File: config.mk
export PLATFORM = sky130hd
export DESIGN_NAME = store_buffer_lsu
export DESIGN_NICKNAME = d
export VERILOG_FILES = /design/src/rtl/store_buffer_lsu_pkg.sv /design/src/rtl/store_buffer_lsu_sb_fifo.sv /design/src/rtl/store_buffer_lsu.sv
export SDC_FILE = /design/constraint.sdc
export NUM_CORES = 1
export LEC_CHECK = 0
export ABC_AREA = 0
export CORE_MARGIN = 2
export CORE_UTILIZATION = 59
export CTS_CLUSTER_SIZE = 10
export DETAILED_ROUTE_END_ITERATION = 8
export DONT_BUFFER_PORTS = 1
export PLACE_DENSITY = 0.79
export SYNTH_ARGS = -nofsm -noshare
export SYNTH_HDL_FRONTEND = slang
export SYNTH_SLANG_ARGS = --single-unit
File: constraint.sdc
create_clock -name clk -period 8 [get_ports clk]
set_clock_uncertainty 0.2 [all_clocks]
set_input_delay 0.8 -clock clk [delete_from_list [all_inputs] [get_ports clk]]
set_output_delay 0.8 -clock clk [all_outputs]
set_load 0.01 [all_outputs]
File: src/rtl/store_buffer_lsu_pkg.sv
// Shared types and defaults for the store_buffer_lsu block: word/address widths,
// FIFO sizing defaults and the RUN/FLUSH state encoding.
package store_buffer_lsu_pkg;

  localparam int DATA_W      = 16;
  localparam int ADDR_W      = 16;
  localparam int DEPTH_DEF   = 4;
  localparam int MATCH_W_DEF = 3;

  typedef logic [DATA_W-1:0] word_t;
  typedef logic [ADDR_W-1:0] addr_t;

  typedef enum logic {
    ST_RUN   = 1'b0,
    ST_FLUSH = 1'b1
  } state_t;

endpackage

File: src/rtl/store_buffer_lsu_sb_fifo.sv
// Posted-store FIFO: storage, wrapping pointers, occupancy and a per-entry
// low-address match vector. With STORE_FORWARD_EN it also exposes entry data and wr_ptr.
module sb_fifo
  import store_buffer_lsu_pkg::*;
#(
  parameter  int DEPTH   = DEPTH_DEF,
  parameter  int MATCH_W = MATCH_W_DEF,
  localparam int PTR_W   = $clog2(DEPTH),
  localparam int CNT_W   = PTR_W + 1
) (
  input  logic               clk,
  input  logic               rst,
  input  logic               push,
  input  logic               pop,
  input  addr_t              push_addr,
  input  word_t              push_data,
  input  logic [MATCH_W-1:0] cmp_addr,
  output addr_t              head_addr,
  output word_t              head_data,
  output logic [CNT_W-1:0]   count,
  output logic [DEPTH-1:0]   match
`ifdef STORE_FORWARD_EN
  ,
  output logic [DEPTH-1:0][DATA_W-1:0] entry_data,
  output logic [PTR_W-1:0]             wr_ptr_o
`endif
);

  addr_t             addr_q [DEPTH];
  word_t             data_q [DEPTH];
  logic [PTR_W-1:0]  rd_ptr, wr_ptr;
  logic [CNT_W-1:0]  count_q;
  logic [PTR_W-1:0]  offs [DEPTH];

  // NOTE: state uses non-blocking (<=) so every flop samples pre-edge values regardless of block order.
  always_ff @(posedge clk) begin
    if (rst) begin
      rd_ptr  <= '0;
      wr_ptr  <= '0;
      count_q <= '0;
    end else begin
      if (push) wr_ptr <= wr_ptr + PTR_W'(1);
      if (pop)  rd_ptr <= rd_ptr + PTR_W'(1);
      if (push && !pop)      count_q <= count_q + CNT_W'(1);
      else if (pop && !push) count_q <= count_q - CNT_W'(1);
    end
  end

  // NOTE: storage is not reset; an entry is live only while inside the rd_ptr..count window.
  always_ff @(posedge clk) begin
    if (push) begin
      addr_q[wr_ptr] <= push_addr;
      data_q[wr_ptr] <= push_data;
    end
  end

  // NOTE: every always_comb output gets a default first so no path can infer a latch.
  always_comb begin
    match = '0;
    for (int i = 0; i < DEPTH; i++) begin
      offs[i]  = PTR_W'(i) - rd_ptr;
      match[i] = ({1'b0, offs[i]} < count_q) &&
                 (addr_q[i][MATCH_W-1:0] == cmp_addr);
    end
  end

  assign head_addr = addr_q[rd_ptr];
  assign head_data = data_q[rd_ptr];
  assign count     = count_q;

`ifdef STORE_FORWARD_EN
  always_comb begin
    entry_data = '0;
    for (int i = 0; i < DEPTH; i++) entry_data[i] = data_q[i];
  end
  assign wr_ptr_o = wr_ptr;
`endif

endmodule

File: src/rtl/store_buffer_lsu.sv
// Load/store unit with a posted-store buffer in front of Data_Memory.
// Optional macro STORE_FORWARD_EN: hazarding loads are served from the buffer instead of stalling.
module store_buffer_lsu
  import store_buffer_lsu_pkg::*;
#(
  parameter  int DEPTH   = DEPTH_DEF,
  parameter  int MATCH_W = MATCH_W_DEF,
  localparam int PTR_W   = $clog2(DEPTH),
  localparam int CNT_W   = PTR_W + 1
) (
  input  logic             clk,
  input  logic             rst,
  input  logic             req_valid,
  input  logic             req_write,
  input  addr_t            req_addr,
  input  word_t            req_wdata,
  output logic             req_ready,
  output word_t            rd_data,
  output logic             rd_valid,
  input  logic             flush,
  output logic             flush_done,
  output logic [CNT_W-1:0] sb_count,
  output addr_t            mem_access_addr,
  output word_t            mem_write_data,
  output logic             mem_write_en,
  output logic             mem_read,
  input  word_t            mem_read_data
);

  state_t           state, state_nxt;
  logic [CNT_W-1:0] count;
  logic [DEPTH-1:0] match;
  addr_t            head_addr;
  word_t            head_data;
  logic             hazard, full, load_req, load_port, load_done, drain, push;

  assign hazard    = |match;
  assign full      = (count == CNT_W'(DEPTH));
  assign load_req  = req_valid && !req_write && (state == ST_RUN);
  assign load_port = load_req && !hazard;

  // A hazarding load frees the port either way: it stalls, or it is forwarded.
  assign drain = !rst && (count != '0) && !load_port &&
                 (!req_valid || full || (state == ST_FLUSH) || (load_req && hazard));
  assign push  = !rst && req_valid && req_write && (state == ST_RUN) && (!full || drain);

`ifdef STORE_FORWARD_EN
  logic [DEPTH-1:0][DATA_W-1:0] entry_data;
  logic [PTR_W-1:0]             wr_ptr;
  logic [PTR_W-1:0]             fwd_idx;
  logic                         fwd_found;
  word_t                        fwd_data;

  // Scan back from the newest entry so the youngest matching store wins.
  always_comb begin
    fwd_data  = '0;
    fwd_idx   = '0;
    fwd_found = 1'b0;
    for (int k = 1; k <= DEPTH; k++) begin
      fwd_idx = wr_ptr - PTR_W'(k);
      if (!fwd_found && match[fwd_idx]) begin
        fwd_data  = entry_data[fwd_idx];
        fwd_found = 1'b1;
      end
    end
  end

  assign load_done = load_req;
  assign rd_data   = hazard ? fwd_data : mem_read_data;
`else
  assign load_done = load_port;
  assign rd_data   = mem_read_data;
`endif

  sb_fifo #(.DEPTH(DEPTH), .MATCH_W(MATCH_W)) u_fifo (
    .clk       (clk),
    .rst       (rst),
    .push      (push),
    .pop       (drain),
    .push_addr (req_addr),
    .push_data (req_wdata),
    .cmp_addr  (req_addr[MATCH_W-1:0]),
    .head_addr (head_addr),
    .head_data (head_data),
    .count     (count),
    .match     (match)
`ifdef STORE_FORWARD_EN
    ,
    .entry_data(entry_data),
    .wr_ptr_o  (wr_ptr)
`endif
  );

  always_ff @(posedge clk) begin
    if (rst) state <= ST_RUN;
    else     state <= state_nxt;
  end

  always_comb begin
    state_nxt  = state;
    flush_done = 1'b0;
    case (state)
      ST_RUN:   if (flush) state_nxt = ST_FLUSH;
      ST_FLUSH: begin
        if ((count == '0) || ((count == CNT_W'(1)) && drain)) begin
          state_nxt  = ST_RUN;
          flush_done = 1'b1;
        end
      end
      default:  state_nxt = ST_RUN;
    endcase
  end

  // Stores are always accepted in RUN (a full buffer drains in the same cycle).
  assign req_ready       = (state == ST_RUN) && !(load_req && !load_done);
  assign rd_valid        = load_done && !rst;
  assign mem_read        = load_port && !rst;
  assign mem_access_addr = load_port ? req_addr : head_addr;
  assign mem_write_data  = head_data;
  assign mem_write_en    = drain;
  assign sb_count        = count;

endmodule
==> flow_summary.toml <==
[outcome]
outcome = "complete, no violations"

[floorplanning]
initial_core_util_pct = 61.0
die_w_um = 105
core.rowCount = 36
io_pins = 109
dieArea_um2 = 10900
design.core.area_um2 = 9770
die_h_um = 105

[sta]
timing.slew.headroom_pct = 18.9
period_needed_ns = 4.49
max_freq_ghz = 0.223
hold_violations = 0
fin_crit_sh_pct = 56.1
worstMarginPinSlew_ns = 1.22
finalSetupViolCount = 0
fin_setup_tns_ns = 0
drv_slew = 0
holdWs_ns = 0.139
rsz0062_at_grt = "false"

[pwr]
power.leakage_uw = 0.00213
powerDensity_nw_per_um2 = 302
irDropWorstVdd_uv = 154

[clock_network]
cts_tree = "built"
clkSlewWorstSetupHoldPaths_ns = 0.06
ctsHoldBuffers = 0
cts_buffer_depth = 2
cts_sinks = 138
htreeDepth = 4
clock_latency_ns = 0.52
cts_inserted_buffers = 17
cts_setup_buffers = 0
root_buffer = "clkbuf_8"
ctsResizeCount = 0

[drt]
vias_per_cell = 6.05
dr_total_vias = 2700
firstDrtPassIters = 4
drc = 0
routed_wl_um = 10100
drt-initial-drc-count = 119
detail-route-antenna-nets = 0
wire_per_inst_um = 22.6

[setup_path]
end_kind = "output port"
reg2reg_depth = 10
crit_chain = "inv_1 -> ha_1 -> a21oi_1 -> nor2_1 -> a22oi_1 -> and4_1 -> mux2_2"
critPathKind = "flop to output port"
cp_slowest_cell = "and4_1"
r2r_slack_ns = 4.16
worstPathRequired_ns = 7.00
critPathTopFamily = "simple AND/OR/NAND/NOR gates"
arrival_ns = 3.49
cpPeakStageDelay_ns = 1.06
crit_fanout = 19
path_depth = 7
crit_buf_inv = 1
worstSetupStartpointType = "flop"

[cells_and_area]
multi_input_area_um2 = 1660
nNetsFinal = 367
ff_latch_area_um2 = 4050
num-fill-cells = 666
diodes = 0
drive_gt1_share_pct = 31.0
syn_to_final_growth_pct = 8.95

[synth]
yosysSeqAreaShare_pct = 67.8
synth_area_um2 = 5970
synth-seq-cells = 138
syn_avg_cell_area_um2 = 19.1
synthDistinctLibCells = 39
synth_nets = 378
syn_inst = 312
yosysWarningCount = 0

[worst_hold_path]
hold_path.class = "primary input to flop"
hold_depth = 1

[place]
dp_hpwl_um = 5770
gp_congestion = 0.808
portBuffers = 0

[global_routing]
grt.overflow.total = 0
grt_max_degree = 33
grt_pass1_wl_um = 15600
antenna_found_initial = 0
grt.total_usage_pct = 19.9
grt_pass1_vias = 2823

[run]
maxCapViolCount = 0
-- kinds of logic (layout without fill, tap and decap cells) --
family | after synthesis | after routing | share of synthesized area (%)
AO/OA/AOI/OAI | 16 | 16 | 2.01
flip-flops | 138 | 138 | 67.8
XOR/XNOR | 16 | 16 | 2.73
AND/OR/NAND/NOR | 37 | 37 | 3.90
buffers and inverters | 40 | 41 | 4.45
adder cells (fa/ha/maj) | 13 | 13 | 2.73
multiplexers | 52 | 52 | 16.4
-- registers in the layout, indices dropped and copies added (netlist names), named ones only --
signal,count
u_fifo.addr_q,64
u_fifo.data_q,64
u_fifo.count,3
u_fifo.rd_ptr,2
u_fifo.wr_ptr,2
state,1
-- synthesized netlist by cell type --
cell / instances / area, µm²
edfxtp_1: 128 / 3840
mux4_2: 32 / 721
buf_4: 17 / 128
ha_1: 13 / 163
nor2_1: 12 / 45.0
xor2_1: 11 / 96.3
dfxtp_1: 10 / 200
mux2_4: 10 / 150
inv_1: 8 / 30.0
a21oi_1: 7 / 35.0
mux2_2: 7 / 78.8
and2_1: 5 / 31.3
clkbuf_1: 5 / 18.8
buf_2: 4 / 20.0
buf_6: 4 / 45.0
nor3_1: 4 / 20.0
mux2i_1: 3 / 30.0
nand2_1: 3 / 11.3
xor2_2: 3 / 48.8
a22oi_1: 2 / 15.0
a31oi_1: 2 / 12.5
nor3_2: 2 / 20.0
nor3_4: 2 / 32.5
or3_1: 2 / 12.5
xnor2_1: 2 / 17.5
a211oi_1: 1 / 7.51
a311oi_1: 1 / 8.76
a32oi_1: 1 / 8.76
and4_1: 1 / 8.76
buf_12: 1 / 20.0
inv_2: 1 / 3.75
nand2b_1: 1 / 6.26
nand3b_1: 1 / 7.51
nor3b_1: 1 / 7.51
nor3b_2: 1 / 12.5
nor4_1: 1 / 6.26
o21ai_0: 1 / 5.00
o41ai_4: 1 / 27.5
or3_4: 1 / 11.3
-- placed cells by master, fill, tap and decap left out, types with 4 or more instances in the layout --
| cell | netlist | final |
|---|---|---|
| a21oi_1 | 7 | 7 |
| and2_2 | 0 | 4 |
| clkbuf_16 | 0 | 16 |
| clkinv_4 | 0 | 4 |
| dfxtp_1 | 10 | 8 |
| edfxtp_1 | 128 | 128 |
| ha_1 | 13 | 13 |
| inv_1 | 8 | 8 |
| mux2_2 | 7 | 7 |
| mux2_4 | 10 | 10 |
| mux4_2 | 32 | 32 |
| nor2_1 | 12 | 12 |
| nor3_1 | 4 | 4 |
| xor2_1 | 11 | 11 |
-- area by class of cell --
type	instances	share of cell area [%]
repair buffers	1	0.115
flip-flops and latches	138	62.2
clock buffers	17	6.37
well taps	133	2.56
inverters	9	0.520
multi-input cells	134	25.6
clock inverters	14	2.62
-- where the power goes --
group          internal, µW  total (µW)  switching [µW]  leakage, µW
sequential              814         867            52.5      0.00124
combinational           166         332             166     0.000602
clock                   474         762             288     0.000290
-- routing by layer --
| layer | vias to the layer above | GRT usage, % | wire length [µm] |
|---|---|---|---|
| met1 | 1397 | 24.8 | 3960 |
| met4 | 0 | 8.40 | 133 |
| met2 | 94 | 31.7 | 5290 |
| li1 | 1188 | - | - |
| met3 | 21 | 7.30 | 711 |
| met5 | - | 0 | 0 |
-- per-stage QoR --
| step | utilization [%] | power (µW) | worst slack [ns] | instance area [µm²] | instances |
|---|---|---|---|---|---|
| after floorplan | - | 1170 | 4.62 | 5970 | 312 |
| after global placement | 60.5 | 1210 | 4.06 | 5920 | 415 |
| after detailed placement | 60.5 | 1220 | 3.94 | 5920 | 415 |
| after CTS | 66.5 | 1980 | 3.44 | 6500 | 446 |
| after global routing | 66.5 | 2040 | 3.25 | 6500 | 446 |
| final | 66.5 | 1960 | 3.51 | 6500 | 446 |
-- worst paths after layout --
check                                     start            endpoint
worst max-delay path            u_fifo.count[1]  mem_access_addr[5]
worst min-delay path                        rst     u_fifo.count[2]
worst max register to register  u_fifo.count[1]     u_fifo.count[2]
worst min register to register            state               state
(Power assumes the default switching activity.)
